File: config.mk
export PLATFORM = sky130hd
export DESIGN_NAME = div_ctrl
export DESIGN_NICKNAME = d
export VERILOG_FILES = /design/src/rtl/div_ctrl.sv
export SDC_FILE = /design/constraint.sdc
export NUM_CORES = 1
export LEC_CHECK = 0
export ABC_AREA = 1
export BUFFER_PORTS_ARGS = -buffer_cell sky130_fd_sc_hd__buf_2
export CAP_MARGIN = 20
export CORE_ASPECT_RATIO = 0.9
export CORE_MARGIN = 2
export CORE_UTILIZATION = 50
export CTS_CLUSTER_SIZE = 16
export DETAILED_ROUTE_END_ITERATION = 10
export PLACE_DENSITY = 0.75
export SLEW_MARGIN = 20
export SYNTH_ARGS = -nofsm -noshare
export SYNTH_HDL_FRONTEND = slang
export SYNTH_SLANG_ARGS = --single-unit
File: constraint.sdc
create_clock -name clk -period 2.25 [get_ports clk]
set_clock_uncertainty 0.15 [all_clocks]
set_input_delay 0.45 -clock clk [delete_from_list [all_inputs] [get_ports clk]]
set_output_delay 0.45 -clock clk [all_outputs]
set_load 0.01 [all_outputs]
File: src/rtl/div_ctrl.sv
// Multi-cycle radix-2 restoring divider for the EX stage DIV/DIVU ops.
// Holds EX through stallreq_o until {remainder, quotient} is ready for HI/LO.
module div_ctrl #(
    parameter int DATA_W = 32,
    parameter int CNT_W  = 6
) (
    input  logic                  clk,
    input  logic                  rst,
    input  logic                  start_i,
    input  logic                  annul_i,
    input  logic                  signed_div_i,
    input  logic [DATA_W-1:0]     opdata1_i,
    input  logic [DATA_W-1:0]     opdata2_i,
    output logic [2*DATA_W-1:0]   result_o,
    output logic                  ready_o,
    output logic                  stallreq_o
);

    localparam logic [1:0] S_IDLE   = 2'b00;
    localparam logic [1:0] S_BYZERO = 2'b01;
    localparam logic [1:0] S_ON     = 2'b10;
    localparam logic [1:0] S_END    = 2'b11;

    localparam logic [CNT_W-1:0]  CNT_LAST = CNT_W'(DATA_W);
    localparam logic [CNT_W-1:0]  CNT_ONE  = {{(CNT_W-1){1'b0}}, 1'b1};
    localparam logic [DATA_W-1:0] DATA_ZERO = {DATA_W{1'b0}};

    logic [1:0]          state_q, state_d;
    logic [CNT_W-1:0]    cnt_q, cnt_d;
    logic [DATA_W-1:0]   rem_q, rem_d;
    logic [DATA_W-1:0]   quo_q, quo_d;
    logic [DATA_W-1:0]   dvs_q, dvs_d;
    logic                qneg_q, qneg_d;
    logic                rneg_q, rneg_d;
    logic [2*DATA_W-1:0] result_q, result_d;
    logic                ready_q, ready_d;

    logic                a_neg_s, b_neg_s;
    logic [DATA_W:0]     shift_s, diff_s;

    function automatic logic [DATA_W-1:0] neg_f(input logic [DATA_W-1:0] v);
        return ~v + {{(DATA_W-1){1'b0}}, 1'b1};
    endfunction

    // Next-state, datapath step and result formation.
    always_comb begin
        state_d  = state_q;
        cnt_d    = cnt_q;
        rem_d    = rem_q;
        quo_d    = quo_q;
        dvs_d    = dvs_q;
        qneg_d   = qneg_q;
        rneg_d   = rneg_q;
        result_d = result_q;
        ready_d  = ready_q;
        a_neg_s  = signed_div_i & opdata1_i[DATA_W-1];
        b_neg_s  = signed_div_i & opdata2_i[DATA_W-1];
        // Partial remainder always stays below the divisor, so one extra bit suffices.
        shift_s  = {rem_q, quo_q[DATA_W-1]};
        diff_s   = shift_s - {1'b0, dvs_q};

        case (state_q)
            S_IDLE: begin
                result_d = {(2*DATA_W){1'b0}};
                ready_d  = 1'b0;
                if (start_i && !annul_i) begin
                    if (opdata2_i == DATA_ZERO) begin
                        state_d = S_BYZERO;
                    end else begin
                        state_d = S_ON;
                        cnt_d   = {CNT_W{1'b0}};
                        rem_d   = DATA_ZERO;
                        quo_d   = a_neg_s ? neg_f(opdata1_i) : opdata1_i;
                        dvs_d   = b_neg_s ? neg_f(opdata2_i) : opdata2_i;
                        qneg_d  = a_neg_s ^ b_neg_s;
                        rneg_d  = a_neg_s;
                    end
                end else begin
                    state_d = S_IDLE;
                end
            end
            S_BYZERO: begin
                result_d = {(2*DATA_W){1'b0}};
                if (annul_i) begin
                    state_d = S_IDLE;
                    ready_d = 1'b0;
                end else begin
                    state_d = S_END;
                    ready_d = 1'b1;
                end
            end
            S_ON: begin
                if (annul_i) begin
                    state_d  = S_IDLE;
                    ready_d  = 1'b0;
                    result_d = {(2*DATA_W){1'b0}};
                end else if (cnt_q == CNT_LAST) begin
                    state_d  = S_END;
                    ready_d  = 1'b1;
                    result_d = {rneg_q ? neg_f(rem_q) : rem_q,
                                qneg_q ? neg_f(quo_q) : quo_q};
                end else begin
                    cnt_d = cnt_q + CNT_ONE;
                    if (!diff_s[DATA_W]) begin
                        rem_d = diff_s[DATA_W-1:0];
                        quo_d = {quo_q[DATA_W-2:0], 1'b1};
                    end else begin
                        rem_d = shift_s[DATA_W-1:0];
                        quo_d = {quo_q[DATA_W-2:0], 1'b0};
                    end
                end
            end
            S_END: begin
                if (annul_i || !start_i) begin
                    state_d  = S_IDLE;
                    ready_d  = 1'b0;
                    result_d = {(2*DATA_W){1'b0}};
                end else begin
                    state_d = S_END;
                    ready_d = 1'b1;
                end
            end
            default: begin
                state_d  = S_IDLE;
                ready_d  = 1'b0;
                result_d = {(2*DATA_W){1'b0}};
            end
        endcase
    end

    // State and datapath registers.
    always_ff @(posedge clk or negedge rst) begin
        if (!rst) begin
            state_q  <= S_IDLE;
            cnt_q    <= {CNT_W{1'b0}};
            rem_q    <= DATA_ZERO;
            quo_q    <= DATA_ZERO;
            dvs_q    <= DATA_ZERO;
            qneg_q   <= 1'b0;
            rneg_q   <= 1'b0;
            result_q <= {(2*DATA_W){1'b0}};
            ready_q  <= 1'b0;
        end else begin
            state_q  <= state_d;
            cnt_q    <= cnt_d;
            rem_q    <= rem_d;
            quo_q    <= quo_d;
            dvs_q    <= dvs_d;
            qneg_q   <= qneg_d;
            rneg_q   <= rneg_d;
            result_q <= result_d;
            ready_q  <= ready_d;
        end
    end

    assign result_o   = result_q;
    assign ready_o    = ready_q;
    // Stall is held low while reset is asserted, whatever EX drives.
    assign stallreq_o = rst & start_i & ~annul_i & (state_q != S_END);

endmodule

==> metrics.yaml <==
setup_viol: 33
std_cell_rows: 56
io_buffers: 134
seqPwrFrac_pct: 34.7
synth_mux_area_share_pct: 0
relSlewSlack_pct: 49.57
fillCellCount: 2266
ys_types: 48
synth_compound_area_share_pct: 13.13
min_period_over_period_pct: 110.5
synth.net_count: 2111
vias: 13900
synth_ff_type: "dfrtp_1"
wl_per_cell_microns: 15.22
fin_crit_ns: 2.486
synth_adder_area_share_pct: 4.175
worstHoldPathCells: 2
min_path_type: "input pin to register"
final_common_cell: "nand2_1"
power_density_nw_per_um2: 733.6
intPower_w: 0.007037
dpl.hpwl_microns: 29760
grt_max_degree: 131
grt_pass1_vias: 12840
drtIter0Drc: 1109
p_clk_share_pct: 24.5
combPwrFrac_pct: 40.7
final_cell_mix: "nand2_1, inv_1, nor2_1"
yosysWarnings: 0
fmax_mhz: 402.2
path_max_fanout: 8
switching_share_pct: 42.08
clockRootBuffer: "clkbuf_16"
critPathKind: "register to register"
synthCells: 1999
start_util_pct: 50.54
gp_congestion: 0.9740
endpoint_kind: "register"
crit_required_ns: 2.43
die_area_sq_um: 27450
p_sw_w: 0.005112
status: "finished, violations left"
antenna_found_initial: 0
dieWidth_microns: 174.4
final.setup.tns_ns: -5.943
detail_route.first_pass.iterations: 7
yosys.area_share.simple_pct: 34.64
peakVddDrop_mv: 0.4808
violations: "negative setup slack"
grt_pass1_wl_microns: 64920
grt.overflow.total: 0
synth_top_family_by_area: "simple AND/OR/NAND/NOR gates"
drc: 0
ctsLongestPathBuffers: 2
async_reset_ff_share_pct: 100.0
maxCapViolations: 0
yosysSeqAreaShare_pct: 32.75
ys_ff_latch: 171
instances_no_fill: 2631
finalNetCount: 2382
routed_wl_microns: 40040
insertion_delay_ns: 0.44
reg2reg_depth: 18
syn_area_sq_um: 13070
power_leakage_nw: 8.971
placed_area_sq_um: 15160
hold_violations: 0
slew_viol_final: 0
placed_cells: 2580
drive_above_1_share_pct: 22.65
power_w: 0.01215
design.core.area_sq_um: 25850
path_clk_slew_ns: 0.08
numClockSinks: 171
fin_area_sq_um: 16560
synth_xor_xnor_area_share_pct: 4.960
cts_tree: "done"
syn_avg_cell_area_sq_um: 6.537
crit_arrival_ns: 2.67
die_y_microns: 157.4
worst_pin_slew_ns: 0.7564
ios: 135
ant_nets: 0
diodes: 0
synth_edf_count: 0
track_usage_pct: 29.40
start_kind: "register"
avgViaCountPerCell: 5.284
cts_buffers: 17
syn2layout_area_growth_pct: 26.73
htreeDepth: 4
rsz0062_at_grt: "yes"
fin_ws_ns: -0.2364
-- timing repair --
action | in CTS | in global routing
hold buffers | 1 | 0
pin swaps | 30 | 33
setup buffers | 7 | 10
cloned | 4 | 2
endpoints found under the setup margin | 37 | 70
hold endpoints to repair | 41 | 0
resized for setup | 59 | 82
-- kinds of logic (layout without fill, tap and decap cells) --
| family | Yosys count | count (layout) |
|---|---|---|
| compound gates | 284 | 284 |
| xor+xnor | 74 | 74 |
| fa+ha+maj | 43 | 43 |
| buf+inv | 327 | 611 |
| flops | 171 | 171 |
| simple gates | 1100 | 1100 |
-- synth_stat cells (18+ instances only) --
cell type / count / area share, %
inv_1: 261 / 7.5
nand2_1: 702 / 20
dfrtp_1: 171 / 33
ha_1: 42 / 4.0
xnor2_1: 18 / 1.2
nor2_1: 183 / 5.3
clkbuf_1: 25 / 0.72
o21ai_0: 124 / 4.7
o21ai_2: 19 / 1.3
nor3_1: 26 / 1.0
nand3_1: 141 / 5.4
xor2_1: 56 / 3.8
o21ai_1: 19 / 0.73
a21oi_1: 69 / 2.6
-- metrics by stage --
stage                     hold WS (ns)  util, %  setup WS (ns)
after floorplan               0.004409        -       -0.01817
after global placement         0.09501    58.62        -0.1222
after detailed placement       0.09688    58.62        -0.2414
after CTS                       0.1843    62.65        -0.1984
after global routing            0.1972    64.05        -0.3198
final                           0.1915    64.05        -0.2364
-- sequential cells by signal, summed over array words and instances (netlist names) --
signal and cells:
state_q 2, ready_o 1, qneg_q 1, rneg_q 1, dvs_q 32, cnt_q 6, rem_q 32, quo_q 32
result_o 64
-- per-layer routing --
layer  GRT usage [%]  wire (microns)  part of all wire [%]
met1           43.56           18830                    47
met2           43.78           16770                    42
met4           6.443             463                   1.2
met3           6.425            3984                   9.9
met5               0               0                     0
-- power groups by stage --
stage	clock network [W]	registers (W)	logic, W
finish	0.00298	0.00422	0.00495
detailed placement	0	0.00423	0.00451
global placement	0	0.00420	0.00442
global route	0.00312	0.00428	0.00548
floorplan	0	0.00410	0.00287
CTS	0.00300	0.00418	0.00464
-- layout make-up --
type	count	area, sq um	share of cell area [%]
timing repair buffer	313	2223	13.43
multi-input combinational	1501	8015	48.40
clock buffer	17	425.4	2.569
sequential	171	4283	25.86
clock inverter	15	175.2	1.058
inverter	266	1003	6.059
tap	348	435.4	2.629
-- final timing paths --
check,start,end,slack (ns)
setup / recovery,dvs_q[0],rem_q[20],-0.24
hold / removal,opdata2_i[31],qneg_q,0.19
setup reg to reg,dvs_q[0],rem_q[20],-0.24
hold reg to reg,result_o[26],result_o[26],0.33
max in group asynchronous,rst,rem_q[26],0.84
min in group asynchronous,rst,state_q[0],0.21
-- critical path, stage by stage, from the launching register on --
cell     delay [ns]
dfrtp_1        0.42
ha_4           0.18
fa_2           0.35
inv_1          0.06
nand2_1        0.05
nand2_2        0.08
nand3_2        0.07
nand2_2        0.08
nand2_2        0.07
nand2_4        0.08
nand2_4        0.08
nand2_4        0.10
nand2_4        0.07
nand2_8        0.09
buf_12         0.12
buf_12         0.14
nand2_1        0.06
nand3_1        0.08
nand2_1        0.05
(Power assumes the default switching activity.)
